### config.mk
export PLATFORM = sky130hd
export DESIGN_NAME = alu_seq_ctrl
export DESIGN_NICKNAME = d
export VERILOG_FILES = /design/src/rtl/alu_ctrl_pkg.sv /design/src/rtl/alu_seq_ctrl.sv
export SDC_FILE = /design/constraint.sdc
export NUM_CORES = 1
export LEC_CHECK = 0
export BUFFER_PORTS_ARGS = -buffer_cell sky130_fd_sc_hd__buf_2
export CAP_MARGIN = 20
export CORE_MARGIN = 2
export CORE_UTILIZATION = 58
export CTS_CLUSTER_DIAMETER = 200
export DETAILED_ROUTE_END_ITERATION = 10
export PLACE_DENSITY = 0.87
export SYNTH_ARGS = -nofsm -noshare
export SYNTH_HDL_FRONTEND = slang
export SYNTH_SLANG_ARGS = --single-unit
### constraint.sdc
create_clock -name clk -period 9 [get_ports clk]
set_clock_uncertainty 0.2 [all_clocks]
set_input_delay 0 -clock clk [delete_from_list [all_inputs] [get_ports clk]]
set_output_delay 0 -clock clk [all_outputs]
set_load 0.005 [all_outputs]
### src/rtl/alu_ctrl_pkg.sv
// Shared constants and types for the ALU sequencing controller:
// ALU control-line encodings, request opcodes and the controller state type.
package alu_ctrl_pkg;

  localparam logic [2:0] GIN_AND  = 3'b000;
  localparam logic [2:0] GIN_OR   = 3'b001;
  localparam logic [2:0] GIN_ADD  = 3'b010;
  localparam logic [2:0] GIN_SUB  = 3'b110;
  localparam logic [2:0] GIN_SLT  = 3'b111;

  localparam logic [2:0] OP_MULLO = 3'b011;
  localparam logic [2:0] OP_RSV0  = 3'b100;
  localparam logic [2:0] OP_RSV1  = 3'b101;

  typedef enum logic [1:0] {
    ST_IDLE = 2'd0,
    ST_EXEC = 2'd1,
    ST_MUL  = 2'd2,
    ST_RESP = 2'd3
  } state_t;

  function automatic logic op_reserved(input logic [2:0] op);
    return (op == OP_RSV0) || (op == OP_RSV1);
  endfunction

  // Only the arithmetic ops produce a meaningful vout; the others leave it stale.
  function automatic logic op_has_ovf(input logic [2:0] op);
    return (op == GIN_ADD) || (op == GIN_SUB);
  endfunction

endpackage

### src/rtl/alu_seq_ctrl.sv
// Request/response sequencer in front of the combinational MIPS-lite ALU.
// Pass-through ops take one ALU cycle; MULLO iterates the ALU's ADD MUL_ITER times.
module alu_seq_ctrl
  import alu_ctrl_pkg::*;
#(
  parameter int WIDTH    = 32,
  parameter int MUL_ITER = 32
) (
  input  logic             clk,
  input  logic             reset,
  input  logic             req_valid,
  output logic             req_ready,
  input  logic [2:0]       req_op,
  input  logic [WIDTH-1:0] req_a,
  input  logic [WIDTH-1:0] req_b,
  output logic             rsp_valid,
  input  logic             rsp_ready,
  output logic [WIDTH-1:0] rsp_result,
  output logic             rsp_zero,
  output logic             rsp_ovf,
  output logic             rsp_err,
  output logic [WIDTH-1:0] alu_a,
  output logic [WIDTH-1:0] alu_b,
  output logic [2:0]       alu_gin,
  input  logic [WIDTH-1:0] alu_sum,
  input  logic             alu_zout,
  input  logic             alu_vout
);

  localparam int              CNT_W    = $clog2(MUL_ITER);
  localparam logic [CNT_W-1:0] CNT_LAST = CNT_W'(MUL_ITER - 1);

  state_t           state;
  state_t           state_nxt;
  logic [2:0]       op_lat;
  logic [WIDTH-1:0] acc;
  logic [WIDTH-1:0] mcand;
  logic [WIDTH-1:0] mplier;
  logic [CNT_W-1:0] cnt;
  logic [WIDTH-1:0] mcand_sh;
  logic [WIDTH-1:0] mplier_sh;
  logic             mul_last;

  assign mcand_sh  = mcand << 1;
  assign mplier_sh = mplier >> 1;
  assign mul_last  = (cnt == CNT_LAST);

  assign req_ready = (state == ST_IDLE);
  assign rsp_valid = (state == ST_RESP);

  always_ff @(posedge clk or posedge reset) begin
    if (reset) state <= ST_IDLE;
    else       state <= state_nxt;
  end

  always_comb begin
    state_nxt = state;
    case (state)
      ST_IDLE: begin
        if (req_valid) begin
          if (op_reserved(req_op))     state_nxt = ST_RESP;
          else if (req_op == OP_MULLO) state_nxt = ST_MUL;
          else                         state_nxt = ST_EXEC;
        end
      end
      ST_EXEC: state_nxt = ST_RESP;
      ST_MUL:  if (mul_last) state_nxt = ST_RESP;
      ST_RESP: if (rsp_ready) state_nxt = ST_IDLE;
      default: state_nxt = ST_IDLE;
    endcase
  end

  // ALU ports are registered, so they are loaded on the edge that enters EXEC/MUL
  // and on every MUL iteration, which keeps the ALU settled for the whole cycle.
  always_ff @(posedge clk or posedge reset) begin
    if (reset) begin
      op_lat     <= GIN_AND;
      acc        <= '0;
      mcand      <= '0;
      mplier     <= '0;
      cnt        <= '0;
      rsp_result <= '0;
      rsp_zero   <= 1'b0;
      rsp_ovf    <= 1'b0;
      rsp_err    <= 1'b0;
      alu_a      <= '0;
      alu_b      <= '0;
      alu_gin    <= GIN_AND;
    end else begin
      case (state)
        ST_IDLE: begin
          if (req_valid) begin
            op_lat <= req_op;
            if (op_reserved(req_op)) begin
              rsp_result <= '0;
              rsp_zero   <= 1'b1;
              rsp_ovf    <= 1'b0;
              rsp_err    <= 1'b1;
            end else if (req_op == OP_MULLO) begin
              acc     <= '0;
              mcand   <= req_a;
              mplier  <= req_b;
              cnt     <= '0;
              alu_a   <= '0;
              alu_b   <= req_b[0] ? req_a : '0;
              alu_gin <= GIN_ADD;
            end else begin
              alu_a   <= req_a;
              alu_b   <= req_b;
              alu_gin <= req_op;
            end
          end
        end
        ST_EXEC: begin
          rsp_result <= alu_sum;
          rsp_zero   <= alu_zout;
          rsp_ovf    <= op_has_ovf(op_lat) & alu_vout;
          rsp_err    <= 1'b0;
          alu_a      <= '0;
          alu_b      <= '0;
          alu_gin    <= GIN_AND;
        end
        ST_MUL: begin
          acc    <= alu_sum;
          mcand  <= mcand_sh;
          mplier <= mplier_sh;
          cnt    <= cnt + CNT_W'(1);
          if (mul_last) begin
            rsp_result <= alu_sum;
            rsp_zero   <= (alu_sum == '0);
            rsp_ovf    <= 1'b0;
            rsp_err    <= 1'b0;
            alu_a      <= '0;
            alu_b      <= '0;
            alu_gin    <= GIN_AND;
          end else begin
            alu_a <= alu_sum;
            alu_b <= mplier_sh[0] ? mcand_sh : '0;
          end
        end
        default: ;
      endcase
    end
  end

endmodule

Yosys cells after proc, flatten, opt, wreduce, memory -nomap -nowiden:

Cells that the tools add are included.

* flip-flop bits (word level): 175
* memory bits (read-only): 0
* RAM bits: 0
* bits in latches: 0
* bits of input ports: 105
* output and inout port bits: 104
* memories: 0
* logic and storage cells: 89

* multiply operators: 0
* mux-type cells: 48
* magnitude comparators: 0
* $add $sub $neg: 1
* bitwise logic cells: 1
* divide/modulo/power cells: 0
* shift operators: 0
* equality and inequality tests: 15
* reduce and logical (&&, ||, !) cells: 12

Operators by type and width (count)
* 32-bit two-way mux: 16
* 32-bit case mux with 3 select lines: 3
* 31-bit two-way mux: 3
* 32-bit case mux with 2 select lines: 1
* 31-bit case mux with 2 select lines: 1
* 32-bit logical NOT: 1
* 5-bit two-way mux: 3
* 3-bit two-way mux: 4
* 4-bit AND reduction: 3
* 2-bit two-way mux: 5
* 5-bit case mux with 2 select lines: 1
* 3-bit equality test, second input constant: 3
* 1-bit case mux with 3 select lines: 3
* 3-bit case mux with 3 select lines: 1
* 2-bit case mux with 4 select lines: 1
* 3-bit by 2-bit equality test with 1-bit output, second input constant: 2
* 1-bit two-way mux: 6
* 2-bit by 1-bit inequality test with 1-bit output, second input constant: 3
* 2-bit inequality test, second input constant: 3
* 3-bit AND reduction: 2
* 5-bit by 1-bit adder with 5-bit output, second input constant: 1
* 5-bit equality test, second input constant: 1
* 2-bit equality test, second input constant: 2
* 3-bit nonzero test: 1
* 6 further kinds: 7

Longest topological paths before layout:

Gate-level depths: netlist of run 1.

* depth after elaboration: 5
* gate-level depth with buffers: 9
* mapped depth without buffers: 7

Least setup slack after synthesis of run 1:

OpenSTA, ideal clock, no wires.

* kind: reg-to-reg
* start: reg cnt[0]
* end: reg alu_b[1]
* setup time: 0.125 ns
* buffers on the path: 2
* data arrival time: 1.931 ns
* clock period less this slack: 2.256 ns
* data required time: 8.675 ns
* cell stages (with the launch flop): 10
* setup slack: 6.744 ns
* cell sequence: dfrtp_1 > ha_1 > and3_1 > ha_1 > and3b_1 > buf_6 > buf_6 > and3_1 > a221o_1 > mux2_2

* longest elaborated chain between the ends: 3

RTL lines
* start: declaration: RTL line alu_seq_ctrl.sv:39 `logic [CNT_W-1:0] cnt;`
* start signal: assignment: RTL line alu_seq_ctrl.sv:127 `cnt <= cnt + CNT_W'(1);`
* 5-bit equality test: RTL line alu_seq_ctrl.sv:46 `assign mul_last = (cnt == CNT_LAST);`
* 32-bit two-way mux: RTL line alu_seq_ctrl.sv:128 `if (mul_last) begin`
* 32-bit case mux with 3 select lines: RTL line alu_seq_ctrl.sv:90 `case (state)`
* end signal: assignment: RTL line alu_seq_ctrl.sv:105 `alu_b <= req_b[0] ? req_a : '0;`
* end signal: assignment: RTL line alu_seq_ctrl.sv:109 `alu_b <= req_b;`
* end signal: assignment: RTL line alu_seq_ctrl.sv:138 `alu_b <= mplier_sh[0] ? mcand_sh : '0;`
* end: declaration: RTL line alu_seq_ctrl.sv:23 `output logic [WIDTH-1:0] alu_b,`

No other way between the ends.
A chain may end at the register's enable or synchronous reset.

Final worst setup path of run 1:

* start: reg state[0]
* end: reg rsp_zero

* longest elaborated chain between the ends: 3
* elaborated cells on any way between the ends: 9
* classes of those cells: eq/ne: 5; mux: 1; reduce/logical: 3

RTL lines
* start: declaration: RTL line alu_seq_ctrl.sv:33 `state_t state;`
* start signal: assignment: RTL line alu_seq_ctrl.sv:53 `else state <= state_nxt;`
* 2-bit equality test (tied with other cells): RTL line alu_seq_ctrl.sv:90
* 2-bit inequality test (no line) (tied with other cells)
* 4-bit AND reduction (no line)
* end signal: assignment: RTL line alu_seq_ctrl.sv:116 `rsp_zero <= alu_zout;`
* end signal: assignment: RTL line alu_seq_ctrl.sv:130 `rsp_zero <= (alu_sum == '0);`
* end: declaration: RTL line alu_seq_ctrl.sv:19 `output logic rsp_zero,`

Parallel ways exist; a longest one is shown, timed or not.

==> results of run 1 <==
stage by stage:
| stage | utilization (%) | instance area, um^2 | cells | setup WS [ps] |
|---|---|---|---|---|
| finish | 79.18 | 11030 | 1240 | 5510 |
| global route | 79.18 | 11030 | 1240 | 5278 |
| CTS | 79.02 | 11010 | 1238 | 5493 |
| detailed placement | 67.40 | 9392 | 1101 | 5511 |
| global placement | 67.40 | 9392 | 1101 | 5604 |
| floorplan | - | 8320 | 763 | 4112 |
cells by family after synthesis:
group           share of synthesized area, %
simple gates                           11.31
compound gates                         14.81
flops                                  52.03
mux                                    16.92
buf+inv                                3.774
fa+ha+maj                              1.053
xor+xnor                              0.1053
what timing repair did:
item / in CTS / in global routing
gates resized for setup: 0 / 0
hold buffers: 105 / 0
endpoints found under the hold margin: 235 / 0
report_power, final:
part | internal (mW) | switching [mW] | total, mW | leakage (nW)
Sequential | 1.12 | 0.225 | 1.34 | 2.21
Combinational | 0.831 | 0.999 | 1.83 | 2.98
Clock | 0.415 | 0.311 | 0.725 | 0.277
Total | 2.36 | 1.53 | 3.90 | 5.47
final cells by class:
class | count | area [um^2] | share of cell area (%)
Timing Repair Buffer | 323 | 2180 | 19.76
Clock buffer | 21 | 450.4 | 4.083
Clock inverter | 11 | 117.6 | 1.066
Sequential cell | 173 | 4329 | 39.24
Tap cell | 180 | 225.2 | 2.041
Antenna cell | 1 | 2.502 | 0.02268
Inverter | 7 | 31.28 | 0.2835
Multi-Input combinational cell | 524 | 3697 | 33.51
per-layer routing:
metal  vias to the layer above  global-route usage, %  routed length (um)  part of all wire, %
li1                       3318                      -                   -                    -
met1                      3739                  45.69               10470                   40
met2                       439                  56.15               12660                   48
met3                       100                  7.509                2131                  8.1
met4                         2                  15.34                 986                  3.8
met5                         -                      0                  13                0.050
layout by cell type, fill, tap and decap left out, types with 2 or more instances in the layout:
cell type      netlist  routed
o21ai_1              7       7
a221o_1             32      32
buf_2               29     208
nand2_1            140     140
mux2i_1             63      63
ha_1                 7       6
dfrtp_1            173     173
clkinvlp_4           0       2
and3_1              32      32
o21ai_0             93      93
and3b_2              1       2
nor4_1               6       6
nor2_1               7       7
clkinv_2             0       5
bufinv_16            0       2
buf_4                0       9
a21oi_1              2       2
nand3b_1             2       2
dlygate4sd3_1        0     105
nand4b_1             2       2
inv_6                0       2
mux2_2              68      68
a22o_1              32      32
a221oi_1             2       2
nand3_1              2       2
clkbuf_16            0      17
clkbuf_1            26       3
inv_1                7       6
nor2b_1              5       5
final timing paths:
| path | startpoint | to | slack, ps | cells after the start |
|---|---|---|---|---|
| max | state[0] | rsp_zero | 5510 | 6 |
| min | reset | alu_a[27] | 10 | 3 |
| max reg2reg | state[0] | rsp_zero | 5510 | 6 |
| min reg2reg | rsp_result[3] | rsp_result[3] | 280 | 2 |
| max in group asynchronous | reset | rsp_result[3] | 6740 | 5 |
| min in group clk | alu_sum[13] | rsp_result[13] | 200 | 4 |
registers in the layout, summed over array words and instances (netlist names):
register    flops
alu_b          32
rsp_err         1
state           2
mcand          31
rsp_ovf         1
op_lat          2
alu_a          32
mplier         31
alu_gin         3
rsp_result     32
cnt             5
rsp_zero        1
critical path, stage by stage (launching register included):
cell     delay, ps
dfrtp_1        430
inv_1          170
ha_4           150
buf_4          840
nor2b_1        330
a211o_2        780
mux2_2         420
==> results.py, run 1 <==
metrics = {
    "pwr": {
        "p_per_area_nw_per_um2": 353.4,
        "total_power_mw": 3.899,
        "ir_worst_vdd_uv": 249.4,
        "leakage_nw": 5.468,
    },
    "sta": {
        "setup_violations": 0,
        "hold_ws_ps": 11.56,
        "period_needed_ps": 3490,
        "post-route-period-util_pct": 38.78,
        "fmax_mhz": 286.5,
        "drv_slew": 0,
        "fin_setup_tns_ps": 0,
        "hold_violations": 0,
        "worstMarginPinSlew_ps": 1139,
        "rsz0062_at_grt": "no",
        "relSlewSlack_pct": 24.04,
    },
    "route": {
        "drt_iter0_markers": 869,
        "wirelength_um": 26260,
        "vias": 7598,
        "ant_nets": 0,
        "firstDrtPassIters": 6,
        "viasPerCell": 6.127,
        "avgRoutedWirePerCell_um": 21.18,
        "drc": 0,
    },
    "cells_and_area": {
        "layout.nets": 1158,
        "drive_above_1_share_pct": 30.59,
        "area_growth_pct": 32.60,
        "fillers": 801,
    },
    "yosys": {
        "yosys_warnings": 0,
        "synthesis.nets": 875,
        "synth_top_cell_area_share_pct": 52.03,
        "synth_edf_count": 0,
        "ys_ff_latch": 173,
        "async_flop_share_pct": 100.0,
        "yosys.area.top_type": "dfrtp_1",
        "seq_area_frac_synth_pct": 52.03,
        "synth_common_cells": "dfrtp_1, nand2_1, o21ai_0, mux2_2, mux2i_1",
        "syn_area_um2": 8320,
        "yosysMostFrequentCell": "dfrtp_1",
        "synth.avg_cell_area_um2": 10.90,
        "synth_flop_cell": "dfrtp_1",
        "syn_inst": 763,
        "synthTopCellsByArea": "dfrtp_1, mux2_2, mux2i_1, nand2_1, o21ai_0",
        "synth.distinct_cells": 42,
    },
    "clock_network": {
        "cts_root_buf": "clkbuf_16",
        "cts_sinks": 173,
        "cts_setup_buffers": 0,
        "cts_buffer_depth": 2,
        "clk_pin_slew_ps": 70,
        "cts_made_buffers": 17,
        "clock_latency_ps": 440,
        "cts_tree": "built",
        "cts.htree.levels": 4,
    },
    "grt": {
        "first_global_vias": 7422,
        "grt_max_degree": 71,
        "grt_pass1_wl_um": 39950,
        "grt_use_total_pct": 34.86,
        "gr-total-overflow": 0,
        "antenna_found_initial": 2,
    },
    "critical_path": {
        "worstSetupEndpointType": "register",
        "required_ps": 9120,
        "worst_ep_arrival_time_ps": 3610,
        "critical_path_class": "reg2reg",
        "critPathMaxFanout": 70,
        "worstSetupStartpointType": "register",
    },
    "placed_design": {
        "port_buffers": 208,
        "gp_congestion": 0.8802,
        "post-dp-hpwl_um": 15500,
    },
    "floorplan": {
        "initial_core_util_pct": 59.71,
        "fp.dieW_um": 123.8,
        "num_rows": 43,
        "core_area_um2": 13930,
        "io_pins": 209,
        "die_y_um": 123.8,
        "die-area_um2": 15320,
    },
    "job": {
        "drv_cap": 0,
    },
    "hold_path": {
        "min_path_type": "in2async",
    },
    "status": {
        "status": "completed",
    },
}
Power figures use the tool's default switching activity.
==> run 2, diff against run 1 <==
--- a/config.mk
+++ b/config.mk
@@ -8,10 +8,10 @@
 export BUFFER_PORTS_ARGS = -buffer_cell sky130_fd_sc_hd__buf_2
 export CAP_MARGIN = 20
 export CORE_MARGIN = 2
-export CORE_UTILIZATION = 58
+export CORE_UTILIZATION = 54
 export CTS_CLUSTER_DIAMETER = 200
 export DETAILED_ROUTE_END_ITERATION = 10
-export PLACE_DENSITY = 0.87
+export PLACE_DENSITY = 0.82
 export SYNTH_ARGS = -nofsm -noshare
 export SYNTH_HDL_FRONTEND = slang
 export SYNTH_SLANG_ARGS = --single-unit
==> constraint.sdc (replaced) <==
create_clock -name clk -period 3.6 [get_ports clk]
set_clock_uncertainty 0.2 [all_clocks]
set_input_delay 0 -clock clk [delete_from_list [all_inputs] [get_ports clk]]
set_output_delay 0 -clock clk [all_outputs]
set_load 0.005 [all_outputs]
==> run 2 against run 1 <==
  * Critical endpoint is now alu_b[10]
  * Non-clock buffer count grew 2
  * Final cell count rose by 0.73%
  * Highest routed layer is now met4
  * Power rose to 2.5 times the previous value
  * First-iteration DRC count shrank 34%
  * Fmax grew 18%
  * Core utilization is 5.8 points lower
  * Combinational power grew to 2.5 times the previous value
  * Hold slack better by 170 ps
  * Worst setup slack worse by 4900 ps
  * Count of clock-buffer cells in the layout is the same
==> results.py, run 2 (synthesis gave the netlist of run 1 again) <==
metrics = {
    "status": {
        "status": "completed",
    },
    "critical_path": {
        "required_ps": 3780,
        "worstRegToRegCells": 8,
        "critPathMaxFanout": 34,
        "crit_end": "alu_b[10]",
        "worstReg2RegEnd": "alu_b[10]",
        "startpoint": "cnt[0]",
        "critical_path_class": "reg2reg",
        "r2r_slack_ps": 640,
        "worstSetupStartpointType": "register",
        "worst_ep_arrival_time_ps": 3140,
        "worstSetupEndpointType": "register",
        "r2r_start": "cnt[0]",
    },
    "floorplan": {
        "num_rows": 45,
        "io_pins": 209,
        "fp.dieW_um": 128.1,
        "core_area_um2": 15150,
        "initial_core_util_pct": 54.94,
        "die-area_um2": 16420,
        "die_y_um": 128.1,
    },
    "cells_and_area": {
        "num_antenna_cells": 0,
        "design_area_um2": 11120,
        "largestRegisters": "alu_a x32, alu_b x32, rsp_result x32",
        "area_growth_pct": 33.64,
        "fillers": 973,
        "mostFrequentLayoutCell": "buf_2",
        "multi_input_area_um2": 3697,
        "drive_above_1_share_pct": 30.63,
        "layout.nets": 1160,
        "final_cell_mix": "buf_2, dfrtp_1, nand2_1",
        "seq_area_um2": 4329,
    },
    "grt": {
        "grt_use_met2_pct": 51.27,
        "first_global_vias": 7550,
        "antenna_found_initial": 0,
        "grt_pass1_wl_um": 39850,
        "grt_use_total_pct": 31.75,
        "use_met3_pct": 6.720,
        "grt_max_degree": 174,
        "grt_busiest_layer": "met2",
        "gr-total-overflow": 0,
        "use_met1_pct": 40.19,
    },
    "sta": {
        "relSlewSlack_pct": 37.10,
        "worstMarginPinSlew_ps": 943.5,
        "fin_setup_tns_ps": 0,
        "setup_violations": 0,
        "post-route-period-util_pct": 82.29,
        "rsz0062_at_grt": "no",
        "period_needed_ps": 2963,
        "hold_violations": 0,
        "drv_slew": 0,
        "fmax_mhz": 337.6,
    },
    "route": {
        "firstDrtPassIters": 5,
        "drt_iter0_markers": 576,
        "avgRoutedWirePerCell_um": 20.26,
        "vias": 7366,
        "drc": 0,
        "ant_nets": 0,
        "wirelength_um": 25300,
        "viasPerCell": 5.898,
    },
    "placed_design": {
        "port_buffers": 208,
        "dpl_cell_area_um2": 9465,
        "gp_congestion": 0.8922,
        "post-dp-hpwl_um": 15300,
    },
    "pwr": {
        "p_int_mw": 6.034,
        "pwr-share-clk_pct": 19.2,
        "p_per_area_nw_per_um2": 881.0,
        "p_sw_mw": 3.762,
        "leakage_nw": 5.498,
        "ir_worst_vdd_uv": 762.6,
        "p_sw_share_pct": 38.40,
        "seqPwrFrac_pct": 33.9,
        "combinationalPowerShare_pct": 46.9,
    },
    "clock_network": {
        "cts_buffer_depth": 2,
        "cts.htree.levels": 4,
        "cts_root_buf": "clkbuf_16",
        "cts_made_buffers": 17,
        "cts_setup_buffers": 0,
        "clock_latency_ps": 430,
        "cts_sinks": 173,
        "clk_pin_slew_ps": 70,
        "cts_tree": "built",
    },
    "job": {
        "drv_cap": 0,
    },
    "hold_path": {
        "min_path_type": "in2reg",
    },
}
==> run 2: cell types whose count changed in the layout (fill, tap and decap cells not counted) <==
cell           delta
dlygate4sd3_1     +1
clkinv_2          -1
inv_6             -2
clkinv_4          +1
bufinv_16         +1
clkinvlp_4        +1
diode_2           -1
buf_4             -2
buf_12            +3
==> run 2: what timing repair did <==
| action | 4_1_cts | 5_1_grt |
|---|---|---|
| hold buffers | 106 | 0 |
| resized for setup | 0 | 0 |
| hold endpoints to repair | 341 | 0 |
==> run 2: area by class of cell <==
| type | count | share of cell area, % |
|---|---|---|
| Sequential cell | 173 | 38.93 |
| Multi-Input combinational cell | 524 | 33.25 |
| Timing Repair Buffer | 325 | 20.10 |
| Clock buffer | 21 | 4.051 |
| Tap cell | 188 | 2.115 |
| Clock inverter | 11 | 1.283 |
| Inverter | 7 | 0.2701 |
==> run 2: routing by layer <==
metal	wire, um	part of all wire, %
met5	0	0
met4	1224	4.8
met3	1915	7.6
met2	12180	48
met1	9982	39
==> run 2: worst min path at each step <==
stage / start / cells past startpoint / endpoint
after global placement: alu_sum[5] / 3 / rsp_result[5]
final: alu_sum[5] / 4 / rsp_result[5]
after detailed placement: alu_sum[16] / 3 / rsp_result[16]
after global routing: alu_sum[5] / 4 / rsp_result[5]
after floorplan: req_op[0] / 2 / alu_gin[0]
after CTS: alu_sum[5] / 4 / rsp_result[5]
==> run 2: worst max-delay path, cell delays in order, from the launching register on <==
cell	delay, ps
dfrtp_1	430
ha_1	230
and3_1	190
ha_1	190
and3b_2	640
buf_4	430
and3_1	240
a221o_1	170
mux2_2	160
==> run 2: power groups by stage <==
stage               sequential, mW  clock, mW  combinational [mW]
floorplan                     3.24          0                3.18
global placement              3.29          0                4.23
detailed placement            3.32          0                4.40
CTS                           3.30       1.89                4.51
global route                  3.42       1.97                5.06
finish                        3.32       1.88                4.60
==> run 2: stage by stage <==
stage          setup WS (ps)  power, mW  cells  util [%]  hold WS, ps
6_report               637.5      9.797   1249     73.42        186.1
5_1_grt                548.1      10.46   1249     73.42        210.0
4_1_cts                749.5      9.694   1249     73.42        179.2
3_5_place_dp           789.5      7.721   1111     62.49        93.70
3_3_place_gp           900.3      7.519   1111     62.49        83.70
2_1_floorplan           1189      6.416    763         -       -62.89
